$ cat src/rtl/hamming_pkg.sv
// hamming_pkg: shared constants, FSM state encoding and the injection helper
// for the serial Hamming(7,4) transmitter.
//   N, K, R       : codeword, data and parity widths
//   PAR_P*        : codeword indices that hold parity (positions 1, 2, 4)
//   state_t       : transmitter FSM states
//   inject_flip() : flips code[pos-1] when pos != 0
package hamming_pkg;
   localparam int N = 7;
   localparam int K = 4;
   localparam int R = 3;

   localparam int PAR_P1 = 0;
   localparam int PAR_P2 = 1;
   localparam int PAR_P4 = 3;

   typedef enum logic [1:0] {
      IDLE = 2'd0,
      SEND = 2'd1,
      GAP  = 2'd2
   } state_t;

   // Position 0 means "no injection". Any other 3-bit value is a legal
   // 1-based codeword position.
   function automatic logic [N-1:0] inject_flip(input logic [N-1:0] c,
                                                input logic [R-1:0] pos);
      logic [N-1:0] m;
      m = '0;
      if (pos != '0) m[pos - 3'd1] = 1'b1;
      return c ^ m;
   endfunction
endpackage

$ cat src/rtl/hamming_tx_if.sv
// hamming_tx_if: word input handshake plus serial output bundle.
//   w, in_valid, inject_pos : word, its valid, fault position (master drives)
//   in_ready                : transmitter can accept (slave drives)
//   tx_bit, tx_valid, tx_sof: serial stream (slave drives)
//   code, frame_count       : last codeword and completed-frame count
interface hamming_tx_if;
   import hamming_pkg::*;

   logic [K-1:0] w;
   logic         in_valid;
   logic         in_ready;
   logic [R-1:0] inject_pos;
   logic         tx_bit;
   logic         tx_valid;
   logic         tx_sof;
   logic [N-1:0] code;
   logic [7:0]   frame_count;

   modport master (
      output w, in_valid, inject_pos,
      input  in_ready, tx_bit, tx_valid, tx_sof, code, frame_count
   );

   modport slave (
      input  w, in_valid, inject_pos,
      output in_ready, tx_bit, tx_valid, tx_sof, code, frame_count
   );
endinterface

$ cat src/rtl/hamming_encoder_comb.sv
// hamming_encoder_comb: combinational Hamming(7,4) encoder.
//   w [3:0] : data word
//   c [6:0] : codeword, c[i] is position i+1; parity at positions 1, 2, 4
// The data placement is the inverse of the decoder's data extraction, so the
// decoder syndrome equals the position of any single flipped bit.
module hamming_encoder_comb
   import hamming_pkg::*;
(
   input  logic [K-1:0] w,
   output logic [N-1:0] c
);

   always_comb begin
      c         = '0;
      c[6:4]    = w[3:1];
      c[2]      = w[0];
      c[PAR_P1] = w[0] ^ w[1] ^ w[3];   // covers positions 3,5,7
      c[PAR_P2] = w[0] ^ w[2] ^ w[3];   // covers positions 3,6,7
      c[PAR_P4] = w[1] ^ w[2] ^ w[3];   // covers positions 5,6,7
   end

endmodule

$ cat src/rtl/hamming_tx.sv
// hamming_tx: serial Hamming(7,4) transmitter.
//   clk, rst : rising-edge clock, asynchronous active-high reset
//   bus      : hamming_tx_if.slave (word handshake in, serial stream out)
// Parameters:
//   GAP_CYCLES : idle cycles after each frame (0..7)
//   LSB_FIRST  : 1 sends code[0] first, 0 sends code[6] first
// A word is accepted in IDLE, encoded (plus optional single-bit flip) and
// shifted out over 7 cycles, followed by GAP_CYCLES idle cycles.
module hamming_tx
   import hamming_pkg::*;
#(
   parameter int GAP_CYCLES = 1,
   parameter bit LSB_FIRST  = 1'b1
)(
   input  logic        clk,
   input  logic        rst,
   hamming_tx_if.slave bus
);

   localparam logic [2:0] LAST_BIT = 3'(N - 1);
   localparam logic [2:0] LAST_GAP = 3'(GAP_CYCLES - 1);

   state_t       state, state_n;
   logic [2:0]   bitcnt, bitcnt_n;
   logic [2:0]   gapcnt, gapcnt_n;
   logic [N-1:0] code_q, code_n;
   logic [N-1:0] enc_c;
   logic [7:0]   fcnt;
   logic         fc_inc;
   logic         tx_bit_q, tx_valid_q, tx_sof_q;
   logic         tx_bit_n, tx_valid_n, tx_sof_n;
   logic [2:0]   sel_n;

   hamming_encoder_comb u_enc (
      .w (bus.w),
      .c (enc_c)
   );

   always_comb begin
      state_n  = state;
      bitcnt_n = bitcnt;
      gapcnt_n = gapcnt;
      code_n   = code_q;
      fc_inc   = 1'b0;
      case (state)
         IDLE: begin
            if (bus.in_valid) begin
               code_n   = inject_flip(enc_c, bus.inject_pos);
               bitcnt_n = '0;
               state_n  = SEND;
            end
         end
         SEND: begin
            if (bitcnt == LAST_BIT) begin
               fc_inc   = 1'b1;
               bitcnt_n = '0;
               gapcnt_n = '0;
               state_n  = (GAP_CYCLES == 0) ? IDLE : GAP;
            end else begin
               bitcnt_n = bitcnt + 3'd1;
            end
         end
         GAP: begin
            if (gapcnt == LAST_GAP) begin
               gapcnt_n = '0;
               state_n  = IDLE;
            end else begin
               gapcnt_n = gapcnt + 3'd1;
            end
         end
         default: state_n = IDLE;
      endcase
   end

   // Serial outputs are registered from next-state values, so the first bit
   // appears in the cycle right after the accept edge.
   always_comb begin
      sel_n      = LSB_FIRST ? bitcnt_n : (LAST_BIT - bitcnt_n);
      tx_valid_n = (state_n == SEND);
      tx_bit_n   = tx_valid_n & code_n[sel_n];
      tx_sof_n   = tx_valid_n & (bitcnt_n == 3'd0);
   end

   always_ff @(posedge clk or posedge rst) begin
      if (rst) begin
         state      <= IDLE;
         bitcnt     <= '0;
         gapcnt     <= '0;
         code_q     <= '0;
         fcnt       <= '0;
         tx_bit_q   <= 1'b0;
         tx_valid_q <= 1'b0;
         tx_sof_q   <= 1'b0;
      end else begin
         state      <= state_n;
         bitcnt     <= bitcnt_n;
         gapcnt     <= gapcnt_n;
         code_q     <= code_n;
         fcnt       <= fcnt + {7'd0, fc_inc};
         tx_bit_q   <= tx_bit_n;
         tx_valid_q <= tx_valid_n;
         tx_sof_q   <= tx_sof_n;
      end
   end

   // Ready is held low during reset, not only by the state register.
   assign bus.in_ready    = (state == IDLE) & ~rst;
   assign bus.tx_bit      = tx_bit_q;
   assign bus.tx_valid    = tx_valid_q;
   assign bus.tx_sof      = tx_sof_q;
   assign bus.code        = code_q;
   assign bus.frame_count = fcnt;

endmodule

$ cat src/flat_wrapper.sv
// flat-port wrapper written by rule: the top's interface ports become plain ports
module hamming_tx_flat import hamming_pkg::*;
#(
   parameter int GAP_CYCLES = 1,
   parameter bit LSB_FIRST  = 1'b1
)
  (clk, rst, bus_w, bus_in_valid, bus_inject_pos, bus_in_ready, bus_tx_bit, bus_tx_valid, bus_tx_sof, bus_code, bus_frame_count);
  hamming_tx_if bus_i ();
  input  logic clk;
  input  logic rst;
  input wire logic [$bits(bus_i.w)-1:0] bus_w;
  input wire logic [$bits(bus_i.in_valid)-1:0] bus_in_valid;
  input wire logic [$bits(bus_i.inject_pos)-1:0] bus_inject_pos;
  output wire logic [$bits(bus_i.in_ready)-1:0] bus_in_ready;
  output wire logic [$bits(bus_i.tx_bit)-1:0] bus_tx_bit;
  output wire logic [$bits(bus_i.tx_valid)-1:0] bus_tx_valid;
  output wire logic [$bits(bus_i.tx_sof)-1:0] bus_tx_sof;
  output wire logic [$bits(bus_i.code)-1:0] bus_code;
  output wire logic [$bits(bus_i.frame_count)-1:0] bus_frame_count;
  assign bus_i.w = bus_w;
  assign bus_i.in_valid = bus_in_valid;
  assign bus_i.inject_pos = bus_inject_pos;
  assign bus_in_ready = bus_i.in_ready;
  assign bus_tx_bit = bus_i.tx_bit;
  assign bus_tx_valid = bus_i.tx_valid;
  assign bus_tx_sof = bus_i.tx_sof;
  assign bus_code = bus_i.code;
  assign bus_frame_count = bus_i.frame_count;
  hamming_tx #(.GAP_CYCLES(GAP_CYCLES), .LSB_FIRST(LSB_FIRST)) u_core (.clk(clk), .rst(rst), .bus(bus_i));
endmodule
$ cat config.mk
export PLATFORM = sky130hd
export DESIGN_NAME = hamming_tx_flat
export DESIGN_NICKNAME = d
export VERILOG_FILES = /design/src/rtl/hamming_pkg.sv /design/src/rtl/hamming_tx_if.sv /design/src/rtl/hamming_encoder_comb.sv /design/src/rtl/hamming_tx.sv /design/src/flat_wrapper.sv
export SDC_FILE = /design/constraint.sdc
export NUM_CORES = 1
export LEC_CHECK = 0
export CAP_MARGIN = 20
export CORE_MARGIN = 1
export CORE_UTILIZATION = 51
export DETAILED_ROUTE_END_ITERATION = 16
export GPL_ROUTABILITY_DRIVEN = 0
export PLACE_DENSITY = 0.87
export RECOVER_POWER = 50
export SLEW_MARGIN = 20
export SYNTH_ARGS = -nofsm -noshare
export SYNTH_HDL_FRONTEND = slang
export SYNTH_SLANG_ARGS = --single-unit
$ cat constraint.sdc
create_clock -name clk -period 2 [get_ports clk]
set_input_delay 0.6 -clock clk [delete_from_list [all_inputs] [get_ports clk]]
set_output_delay 0.6 -clock clk [all_outputs]
set_load 0.01 [all_outputs]
**After elaboration in Yosys (flattened, before gate mapping)**

Index checks and enable logic that the tools add are counted.

- Flip-flop bits (word level): 26
- Latch bits: 0
- Memory bits (writable): 0
- ROM bits: 0
- Input port bits: 10
- Output and inout bits: 19
- Logic and storage cells: 59
- Memories kept: 0

- Add/sub/neg operators: 4
- $mul: 0
- Divide/modulo/power cells: 0
- Order comparisons: 3
- Eq/ne operators: 5
- Shift operators: 0
- Multiplexer cells: 21
- Bitwise gates (word level): 11
- Reduce and logical (&&, ||, !) cells: 7

Operator list:

| kind | count |
|---|---|
| $mux W7 | 5 |
| $mux W3 | 4 |
| $pmux W3 S2 | 2 |
| $add A8 B1 Y8 | 1 |
| $lt A3 B4 Y1 const B | 2 |
| $xor A7 B7 Y7 | 1 |
| $add A3 B1 Y3 const B | 2 |
| $logic_not A3 Y1 | 2 |
| $mux W2 | 3 |
| $pmux W2 S3 | 1 |
| $xor A1 B1 Y1 | 6 |
| $eq A2 B1 Y1 const B | 2 |
| $mux W1 | 4 |
| $and A1 B1 Y1 | 3 |
| $bmux W1 S3 | 1 |
| $demux W1 S3 | 1 |
| $eq A3 B3 Y1 const B | 1 |
| $ge A3 B1 Y1 const B | 1 |
| $reduce_bool A3 Y1 | 1 |
| $sub A3 B1 Y3 const B | 1 |
| $eq A2 B2 Y1 const B | 1 |
| $logic_not A2 Y1 | 1 |
| $ne A2 B1 Y1 const B | 1 |
| $reduce_and A2 Y1 | 1 |
| 3 further kinds | 3 |

**Logic depth before layout (Yosys ltp)**

- Word-level depth: 14
- Mapped depth: 8

**Hierarchy**

A second synthesis with hierarchy kept.

- Cell total of the unflattened synthesis: 140
- Area total of the unflattened synthesis: 1500.2 µm²

By module, submodules not included:

| module | instances | cells each | area an instance (µm²) |
|---|---|---|---|
| hamming_tx | 1 | 133 | 1398.8 |
| hamming_encoder_comb | 1 | 7 | 101.3 |

**Worst setup path after synthesis**

Ideal clock, no wire load.

- Kind: input -> register
- Start: input port bus_inject_pos[0]
- End: register u_core.code_q[3] (netlist: u_core.bus.code[3])
- Data arrival time: 1.711 ns
- Data required time: 1.877 ns
- Setup slack: 0.166 ns
- Stages: 7
- Buffers on the path: 0
- Cells stage by stage: inv_1 ha_1 nor3_1 nor2_1 or3_1 xnor2_1 a21oi_1

- Word-level cells in the longest chain between the ends: 11
- Elaborated cells on any way between the ends: 13
- Those cells by class: 1 x add/sub; 2 x order compare; 7 x mux; 1 x bitwise; 2 x reduce/logical

RTL lines:

| item | RTL line | source |
|---|---|---|
| from (decl) | flat_wrapper.sv:13 | `input wire logic [$bits(bus_i.inject_pos)-1:0] bus_inject_pos;` |
| $sub A3 B1 Y3 | hamming_pkg.sv:28 | `if (pos != '0) m[pos - 3'd1] = 1'b1;` |
| $lt A3 B4 Y1 (not written as such) or $ge A3 B1 Y1 (tied branches) | hamming_pkg.sv:28 |  |
| $logic_and A1 B1 Y1 (not written as such) | hamming_pkg.sv:28 |  |
| $mux W1 (not written as such) | hamming_pkg.sv:28 |  |
| $demux W1 S3 | n/a |  |
| $mux W7 * | hamming_pkg.sv:28 |  |
| $mux W7 * | hamming_tx.sv:47 | `if (bus.in_valid) begin` |
| $mux W7 * | hamming_tx.sv:45 | `case (state)` |
| $xor A7 B7 Y7 * | hamming_pkg.sv:29 | `return c ^ m;` |
| $mux W7 * | hamming_tx.sv:47 |  |
| $mux W7 * | hamming_tx.sv:45 |  |
| named net u_core.code_n[3] | hamming_tx.sv:26 | `logic [N-1:0] code_q, code_n;` |
| to (signal assigned) | hamming_tx.sv:98 | `code_q <= code_n;` |
| to (decl) | hamming_tx.sv:26 |  |

Mark *: on every way through the listed nets, which the timed path passes. The rest lies on a longest branch. The select of a mux whose other input is x is not followed.
A chain may end at the register's enable or synchronous reset.

**Worst setup path after layout**

- Start: register u_core.fcnt[2] (netlist: u_core.bus.frame_count[2])
- End: output port bus_frame_count[2]

RTL lines:

| item | RTL line | source |
|---|---|---|
| from (decl) | hamming_tx.sv:28 | `logic [7:0] fcnt;` |
| from (signal assigned) | hamming_tx.sv:99 | `fcnt <= fcnt + {7'd0, fc_inc};` |
| to (decl) | flat_wrapper.sv:19 | `output wire logic [$bits(bus_i.frame_count)-1:0] bus_frame_count;` |

No word-level cell between the ends.

==> impl_metrics.yaml <==
run_status:
  status: "finished, final reports clean"
cts:
  post_cts_hold_buffer_count: 0
  cts_tree: "built"
  htree_num_levels: 1
  cts.sink_count: 26
  clock_path_buffers: 2
  clkSlewWorstSetupHoldPaths_ns: 0.13
  clockRootBuffer: "sky130_fd_sc_hd__clkbuf_4"
  cts_buffers: 3
  clkLatencyLatePin_ns: 0.32
sta:
  rsz0062_at_grt: "false"
  layout_setup_ws_ns: 0.0781
  report.final.hold_viol_count: 0
  fmax_mhz: 520
  worst_slew_margin_rel: 0.600
  clock-skew-final_ns: 0.00802
  final-max-slew-violation-count: 0
  period_share: 0.961
  minimum_hold_slack_ns: 0.485
  setup-violations-final: 0
  tightestPinTransition_ns: 0.599
  post-route-min-period_ns: 1.92
yosys:
  flops_latches_synth: 26
  netlist_instances: 152
  synth_seq_area_share: 0.438
  yosys-top-cells-count: "26 x sky130_fd_sc_hd__dfrtp_1, 16 x sky130_fd_sc_hd__nor2_1, 12 x sky130_fd_sc_hd__xnor2_1"
  yosysWarnings: 0
  synth_top_cells_by_area: "sky130_fd_sc_hd__dfrtp_1 44%, sky130_fd_sc_hd__xnor2_1 7.1%, sky130_fd_sc_hd__ha_1 5.1%"
  postSynth.asyncResetShare: 1.00
  post_synth.cell_area_avg_um2: 9.78
  synthMostInstantiatedCell: "sky130_fd_sc_hd__dfrtp_1"
  synth_top_area_share: 0.438
  syn_area_mm2: 0.00149
  number_of_enable_flip_flop_cells_after_synthesis: 0
  synth_cell_type_count: 39
  prevailing_post_synth_register_cell: "sky130_fd_sc_hd__dfrtp_1"
  synth.largest_area_cell: "sky130_fd_sc_hd__dfrtp_1"
  number_of_nets_produced_by_synthesis: 168
grt:
  first_pass_grt_wire_length_um: 5490
  grt_antenna_before_repair: 0
  first_global_vias: 1321
  grt_use_total: 0.222
  overflow: 0
  largest_net_degree_at_the_start_of_global_routing: 14
pwr:
  power.total_mw: 2.35
  power_density_mw_per_mm2: 1200
  worst_ir_drop_vdd_mv: 0.855
  total_leakage_power_nw: 0.901
floorplan:
  start_util: 0.539
  die_width_um: 56.0
  die_h_um: 56.0
  row_count: 19
  design.die.area_mm2: 0.00313
  io_pins: 29
  placeableCoreArea_mm2: 0.00276
critical_path:
  critPathLaunchType: "flip-flop"
  critical_path_class: "reg2out"
  timing.critical_path.max_delay_family: "buffers and inverters"
  cp_data_arrival_time_ns: 1.32
  critPathRequiredTime_ns: 1.40
  critical_path_peak_fanout: 5
  timing.critical_path.slowest_stage_cell: "sky130_fd_sc_hd__clkdlybuf4s50_1"
  worstPathBufferInverterCount: 1
  cp_cell_sequence: "clkdlybuf4s50_1"
  critical_path.endpoint_type: "output pin"
  timing.critical_path.slowest_cell_delay_ns: 0.58
cells_and_area:
  register_area_um2: 651
  final-instance-count-excl-fill: 230
  num_antenna_cells: 0
  finalNetCount: 217
  area_delta_synth_final_pct: 32.2
  layout.filler_cells: 199
  layout-drive-gt1-share: 0.206
  multi_input_logic_area_um2: 796
drt:
  drc_violation_total_after_the_first_tritonroute_iteration: 30
  vias_per_cell: 5.60
  ant_nets: 0
  drtPass1Iterations: 4
  via_count_of_the_routed_design: 1287
  finalWirelength_um: 3380
  post_drt_wl_per_cell_um: 14.7
  drcViolationCount: 0
placed_design:
  place_ws_ns: -0.411
  sum_of_net_half_perimeters_after_detailed_placement_um: 2630
  numPlacedInstances: 226
  port_buffers: 28
worst_hold_path:
  hold_class: "reg2reg"
flow_run:
  cap_viol_max_count: 0
[final cells by class]
| class | instances | share of cell area |
|---|---|---|
| repair buffers | 49 | 0.217 |
| inverters | 8 | 0.0153 |
| flip-flops and latches | 26 | 0.331 |
| clock buffers | 3 | 0.0115 |
| multi-input cells | 113 | 0.405 |
| well taps | 31 | 0.0197 |
[placed cells by master (no fill, tap or decap), drive strengths merged, types with 2 or more instances in the layout]
master and instances:
ha 6, nand2b 3, xnor2 12, nand3b 4, inv 8, a21oi 9
and3 3, o21bai 2, nor3 4, clkbuf 5, nor2b 3, nor3b 6
nand2 10, buf 20, clkdlybuf4s50 25, nand3 5, xor2 6, o21ai 10
dfrtp 26, and2 2, nor2 16
[final timing paths]
kind                                                     start                                  end  slack, ns  depth (start not counted)
setup / recovery           u_core.bus.frame_count[2]$_DFF_PP0_                   bus_frame_count[2]       0.08                          1
hold / removal             u_core.bus.frame_count[7]$_DFF_PP0_  u_core.bus.frame_count[7]$_DFF_PP0_       0.48                          1
setup reg to reg                     u_core.state[1]$_DFF_PP0_  u_core.bus.frame_count[7]$_DFF_PP0_       0.13                          7
hold reg to reg            u_core.bus.frame_count[7]$_DFF_PP0_  u_core.bus.frame_count[7]$_DFF_PP0_       0.48                          1
max in group asynchronous                                  rst         u_core.gapcnt[1]$_DFFE_PP0P_       0.62                          3
min in group asynchronous                                  rst         u_core.bus.code[0]$_DFF_PP0_       0.55                          2
[metrics by stage]
stage | instance area [um2] | setup TNS, ns | utilization
4_1_cts | 1940 | 0 | 0.705
3_5_place_dp | 1920 | -3.17 | 0.695
3_3_place_gp | 1920 | -2.38 | 0.695
6_report | 1960 | 0 | 0.712
2_1_floorplan | 1490 | 0 | -
5_1_grt | 1960 | 0 | 0.712
[cell families (layout without fill, tap and decap cells)]
| family | after synthesis | count (layout) | share of synthesized area |
|---|---|---|---|
| AND/OR/NAND/NOR | 60 | 60 | 0.226 |
| AO/OA/AOI/OAI | 28 | 28 | 0.125 |
| flip-flops | 26 | 26 | 0.438 |
| XOR/XNOR | 18 | 18 | 0.106 |
| buffers and inverters | 13 | 60 | 0.0463 |
| adder cells (fa/ha/maj) | 6 | 6 | 0.0505 |
| multiplexers | 1 | 1 | 0.00758 |
[what timing repair did]
action / CTS / global route
setup buffers: 0 / 1
pin swaps: 4 / 4
endpoints found under the setup margin: 7 / 4
resized for setup: 8 / 6
[sequential cells by signal, indices dropped and copies added (netlist names)]
| name | flops |
|---|---|
| u_core.bus.tx_bit | 1 |
| u_core.bus.frame_count | 8 |
| u_core.bus.tx_valid | 1 |
| u_core.bitcnt | 3 |
| u_core.bus.tx_sof | 1 |
| u_core.bus.code | 7 |
| u_core.gapcnt | 3 |
| u_core.state | 2 |
[worst register-to-register path: stages (launching register included)]
cell and delay [ns]:
sky130_fd_sc_hd__dfrtp_1 0.44, sky130_fd_sc_hd__nor2b_4 0.15, sky130_fd_sc_hd__nor3b_4 0.25, sky130_fd_sc_hd__ha_2 0.23, sky130_fd_sc_hd__and3_1 0.14, sky130_fd_sc_hd__nand3_1 0.11
sky130_fd_sc_hd__or2_2 0.32, sky130_fd_sc_hd__xnor2_1 0.12
[layer usage]
| layer | share of wire | vias up | track usage |
|---|---|---|---|
| met5 | 0 | - | 0 |
| li1 | - | 608 | - |
| met3 | 0.047 | 4 | 0.0233 |
| met2 | 0.56 | 54 | 0.413 |
| met4 | 0.012 | 0 | 0.115 |
| met1 | 0.38 | 621 | 0.248 |
[where the power goes]
group	internal, mW	switching, mW	total, mW	leakage, nW
Clock	0.0705	0.149	0.219	0.0138
Combinational	0.700	0.622	1.32	0.563
Sequential	0.694	0.119	0.814	0.324
Total	1.46	0.890	2.35	0.901
Power figures use the tool's default switching activity.
